--- config.mk ---
export PLATFORM = sky130hd
export DESIGN_NAME = out_byte_uart_logger
export DESIGN_NICKNAME = d
export VERILOG_FILES = /design/src/rtl/out_byte_uart_logger.sv
export SDC_FILE = /design/constraint.sdc
export NUM_CORES = 1
export LEC_CHECK = 0
export BUFFER_PORTS_ARGS = -buffer_cell sky130_fd_sc_hd__buf_4
export CORE_MARGIN = 3
export CORE_UTILIZATION = 59
export CTS_CLUSTER_DIAMETER = 120
export CTS_CLUSTER_SIZE = 30
export DETAILED_ROUTE_END_ITERATION = 7
export GPL_ROUTABILITY_DRIVEN = 0
export PLACE_DENSITY = 0.77
export SLEW_MARGIN = 20
export SYNTH_ARGS = -nofsm -noshare
export SYNTH_HDL_FRONTEND = slang
export SYNTH_SLANG_ARGS = --single-unit
--- constraint.sdc ---
create_clock -name clk -period 2.4 [get_ports clk]
set_input_delay 0 -clock clk [delete_from_list [all_inputs] [get_ports clk]]
set_output_delay 0 -clock clk [all_outputs]
set_load 0.01 [all_outputs]
--- src/rtl/out_byte_uart_logger.sv ---
// Captures each change on an 8-bit bus into a small FIFO and streams it out as UART frames.
// Define UART_PARITY_EN to append an even-parity bit (8E1 framing instead of 8N1).
module out_byte_uart_logger #(
    parameter int CLKS_PER_BIT = 4,
    parameter int FIFO_DEPTH   = 4
) (
    input  logic                          clk,
    input  logic                          reset,
    input  logic [7:0]                    data_in,
    input  logic                          enable,
    output logic                          tx,
    output logic                          busy,
    output logic [$clog2(FIFO_DEPTH):0]   fifo_level,
    output logic                          overflow
);
    localparam int PW = $clog2(FIFO_DEPTH);
    localparam int LW = PW + 1;
    localparam int TW = $clog2(CLKS_PER_BIT);

    typedef enum logic [2:0] {
        ST_IDLE,
        ST_START,
        ST_DATA,
`ifdef UART_PARITY_EN
        ST_PARITY,
`endif
        ST_STOP
    } state_t;

    logic [7:0]    mem [FIFO_DEPTH];
    logic [PW-1:0] wr_ptr_reg;
    logic [PW-1:0] rd_ptr_reg;
    logic [LW-1:0] level_reg;
    logic [7:0]    last_sample_reg;
    logic          overflow_reg;
    state_t        state_reg;
    logic [TW-1:0] timer_reg;
    logic [2:0]    bit_cnt_reg;
    logic [7:0]    shift_reg;
    logic          tx_reg;
    logic          busy_reg;
`ifdef UART_PARITY_EN
    logic          parity_reg;
`endif

    logic       push_req;
    logic       pop;
    logic       push_ok;
    logic       bit_done;
    logic [7:0] head;

    assign push_req = enable && (data_in != last_sample_reg);
    assign pop      = (state_reg == ST_IDLE) && (level_reg != '0);
    // A full queue still accepts a byte when the head leaves on the same edge.
    assign push_ok  = push_req && ((level_reg < LW'(FIFO_DEPTH)) || pop);
    assign bit_done = (timer_reg == TW'(CLKS_PER_BIT - 1));
    assign head     = mem[rd_ptr_reg];

    always_ff @(posedge clk) begin
        if (push_ok) begin
            mem[wr_ptr_reg] <= data_in;
        end
    end

    always_ff @(posedge clk or negedge reset) begin
        if (!reset) begin
            wr_ptr_reg      <= '0;
            rd_ptr_reg      <= '0;
            level_reg       <= '0;
            last_sample_reg <= 8'h00;
            overflow_reg    <= 1'b0;
        end else begin
            last_sample_reg <= data_in;
            if (push_ok) begin
                wr_ptr_reg <= wr_ptr_reg + PW'(1);
            end
            if (pop) begin
                rd_ptr_reg <= rd_ptr_reg + PW'(1);
            end
            if (push_req && !push_ok) begin
                overflow_reg <= 1'b1;
            end
            case ({push_ok, pop})
                2'b10:   level_reg <= level_reg + LW'(1);
                2'b01:   level_reg <= level_reg - LW'(1);
                default: level_reg <= level_reg;
            endcase
        end
    end

    always_ff @(posedge clk or negedge reset) begin
        if (!reset) begin
            state_reg   <= ST_IDLE;
            timer_reg   <= '0;
            bit_cnt_reg <= '0;
            shift_reg   <= '0;
            tx_reg      <= 1'b1;
            busy_reg    <= 1'b0;
`ifdef UART_PARITY_EN
            parity_reg  <= 1'b0;
`endif
        end else begin
            case (state_reg)
                ST_IDLE: begin
                    tx_reg <= 1'b1;
                    if (pop) begin
                        shift_reg   <= head;
`ifdef UART_PARITY_EN
                        parity_reg  <= ^head;
`endif
                        timer_reg   <= '0;
                        bit_cnt_reg <= '0;
                        tx_reg      <= 1'b0;
                        busy_reg    <= 1'b1;
                        state_reg   <= ST_START;
                    end
                end
                ST_START: begin
                    if (bit_done) begin
                        timer_reg <= '0;
                        tx_reg    <= shift_reg[0];
                        state_reg <= ST_DATA;
                    end else begin
                        timer_reg <= timer_reg + TW'(1);
                    end
                end
                ST_DATA: begin
                    if (bit_done) begin
                        timer_reg <= '0;
                        if (bit_cnt_reg == 3'd7) begin
`ifdef UART_PARITY_EN
                            tx_reg    <= parity_reg;
                            state_reg <= ST_PARITY;
`else
                            tx_reg    <= 1'b1;
                            state_reg <= ST_STOP;
`endif
                        end else begin
                            // Next bit is presented straight from the pre-shift register.
                            bit_cnt_reg <= bit_cnt_reg + 3'd1;
                            shift_reg   <= shift_reg >> 1;
                            tx_reg      <= shift_reg[1];
                        end
                    end else begin
                        timer_reg <= timer_reg + TW'(1);
                    end
                end
`ifdef UART_PARITY_EN
                ST_PARITY: begin
                    if (bit_done) begin
                        timer_reg <= '0;
                        tx_reg    <= 1'b1;
                        state_reg <= ST_STOP;
                    end else begin
                        timer_reg <= timer_reg + TW'(1);
                    end
                end
`endif
                ST_STOP: begin
                    if (bit_done) begin
                        timer_reg <= '0;
                        tx_reg    <= 1'b1;
                        busy_reg  <= 1'b0;
                        state_reg <= ST_IDLE;
                    end else begin
                        timer_reg <= timer_reg + TW'(1);
                    end
                end
                default: begin
                    tx_reg    <= 1'b1;
                    busy_reg  <= 1'b0;
                    state_reg <= ST_IDLE;
                end
            endcase
        end
    end

    assign tx         = tx_reg;
    assign busy       = busy_reg;
    assign fifo_level = level_reg;
    assign overflow   = overflow_reg;
endmodule

==> flow_summary.yaml <==
sta:
  fin_skew_ns: 0.00734
  rsz0062_at_grt: "no"
  slew_viol_final: 0
  fmax_mhz: 447
  setup_viol: 0
  fin_crit_sh_pct: 93.2
  period_needed_ns: 2.24
  maxSlewHeadroom_pct: 61.4
  tns_ns: 0
  hold_viol: 0
  whs_ns: 0.147
  tightest_slew_ns: 0.579
clock_network:
  clock_latency_ns: 0.33
  clkSlewWorstSetupHoldPaths_ns: 0.07
  cts_sinks: 65
  cts.htree.levels: 3
  clk_path_buf_depth: 2
  numCtsBuffers: 9
  cts_tree: "done"
  clockRootBuffer: "clkbuf_8"
die:
  die_h_microns: 74.8
  initial_core_util_pct: 62.4
  die_w_microns: 74.8
  fp.dieArea_sq_um: 5590
  coreArea_sq_um: 4470
  num_io_pins: 17
  num_rows: 24
outcome:
  status: "complete, no violations"
cells_and_area:
  largest_reg_flops: 32
  fin_area_sq_um: 3320
  nets: 244
  drive_above_1_share_pct: 23.1
  fill_cells: 277
  multiInputGateArea_sq_um: 918
  area_growth_pct: 18.9
  antenna_cells: 0
  regArea_sq_um: 1790
synth:
  synth_area_sq_um: 2790
  synth_seq_cells: 65
  yosys-top-cells-area: "edfxtp_1 (34%), dfrtp_1 (29%), mux4_2 (6.5%)"
  synthFlopType: "edfxtp_1"
  synthArstFlopShare_pct: 50.8
  avgSynthCellArea_sq_um: 15.0
  netlist_instances: 186
  yosysWarnings: 0
  yosysTopAreaCellShare_pct: 34.4
  yosys.area.top_type: "edfxtp_1"
  synthesis.nets: 210
  yosys-top-cells-count: "dfrtp_1 (32), edfxtp_1 (32), inv_1 (14)"
  synth_edf_count: 32
  yosys.cell_types.count: 38
  ys_seq_area_share_pct: 64.1
run:
  drv_cap: 0
critical_path:
  cp-end-kind: "register"
  startpoint_type: "register"
  cp_slowest_cell: "dfrtp_1"
  cpMostUsedCell: "xnor2_1"
  worstPathArrival_ns: 2.49
  slowest_delay_ns: 0.46
  required_ns: 2.65
  crit_path_max_fanout: 5
  worstSetupPathType: "register to register"
  crit_chain: "or3_1 -> nand2_1 -> inv_1 -> ha_1 -> fa_1 -> xnor2_1 -> nor2_1 -> xnor2_1"
power:
  total_power_uw: 4350
  p_leak_uw: 0.00133
  cellPowerDensity_nw_per_um2: 1310
  peakVddDrop_mv: 0.745
detailed_routing:
  ant_nets: 0
  dr.pass1.iters: 4
  routedWlPerCell_microns: 17.7
  drc_errors: 0
  wirelength_microns: 4910
  vias: 1568
  drt_iter0_drc: 58
  viasPerCell: 5.66
global_route:
  grt-ovfl-total: 0
  grt_max_degree: 34
  grt_pass1_vias: 1666
  grt_use_total_pct: 20.3
  grt_pass1_wl_microns: 7910
  antenna_found_initial: 0
placed_design:
  placed_cell_area_sq_um: 2970
  dp_hpwl_microns: 3250
  port_buffers: 16
min_path:
  hp-class: "input port to asynchronous set/reset pin"
-- cell families (layout without fill, tap and decap cells) --
group | Yosys count | after routing | synth area share, %
AOI/OAI and AO/OA | 24 | 24 | 5.78
xor gates and xnor gates | 14 | 14 | 4.39
adders and majority gates | 13 | 13 | 6.10
buffers and inverters | 21 | 60 | 3.09
DFF | 65 | 65 | 64.1
muxes | 19 | 19 | 10.7
and+or+nand+nor | 30 | 30 | 5.87
-- power breakdown --
part,internal [uW],switching (uW)
logic,742,749
registers,1510,253
clock network,689,416
total,2940,1420
-- per-stage QoR --
| step | utilization, % | worst slack [ns] | std cells |
|---|---|---|---|
| finish | 74.1 | 0.162 | 277 |
| global route | 74.1 | 0.0554 | 277 |
| CTS | 74.1 | 0.117 | 277 |
| detailed placement | 66.4 | 0.136 | 251 |
| global placement | 66.4 | 0.281 | 251 |
| floorplan | - | 0.211 | 186 |
-- cells in the final DEF, fill, tap and decap left out, types with 2 or more instances in the layout --
cell type	n
a21oi_1	8
a31oi_1	2
and2_1	4
buf_4	20
bufinv_16	3
clkbuf_8	9
clkinv_4	2
dfrtp_1	32
dlygate4sd3_1	10
edfxtp_1	32
ha_1	11
inv_1	14
mux2i_1	8
mux4_2	8
nand2_1	4
nand2b_1	2
nand3_1	4
nor2_1	10
nor4_2	2
o21ai_0	2
o21ai_1	3
xnor2_1	6
xor2_1	8
-- critical path, delay by kind of cell, from the launching register on --
family | cells | cell delay [ns]
buffers and inverters | 1 | 0.07
adders and majority gates | 2 | 0.64
and+or+nand+nor | 3 | 0.71
DFF | 1 | 0.46
xor gates and xnor gates | 2 | 0.28
-- cell type report --
cell class / count / share of cell area [%]
sequential: 65 / 53.9
multi-input combinational: 100 / 27.7
timing repair buffer: 30 / 7.54
clock buffer: 9 / 3.73
clock inverter: 7 / 3.58
tap: 52 / 1.96
inverter: 14 / 1.58
-- final timing paths --
kind	from	end	slack, ns	cells after the start
worst max-delay path	fifo_level[0]	fifo_level[2]	0.16	8
worst min-delay path	reset	busy	0.15	2
worst max register to register	fifo_level[0]	fifo_level[2]	0.16	8
worst min register to register	overflow	overflow	0.50	1
max in group asynchronous	reset	tx	1.91	2
min in group clk	data_in[5]	last_sample_reg[5]	0.37	2
-- per-layer routing --
| metal | wire length (microns) | global-route usage, % | share of wire, % | vias up |
|---|---|---|---|---|
| met3 | 183 | 4.54 | 3.7 | 7 |
| met5 | 0 | 0 | 0 | - |
| met4 | 78 | 10.7 | 1.6 | 0 |
| met1 | 2030 | 23.9 | 41 | 792 |
| met2 | 2630 | 34.7 | 53 | 33 |
| li1 | - | - | - | 736 |
-- repair_timing --
item,CTS,global route
setup endpoints to repair,0,1
hold buffers,10,0
hold endpoints to repair,74,0
resized for setup,0,1
setup buffers,0,0
(Power assumes the default switching activity.)
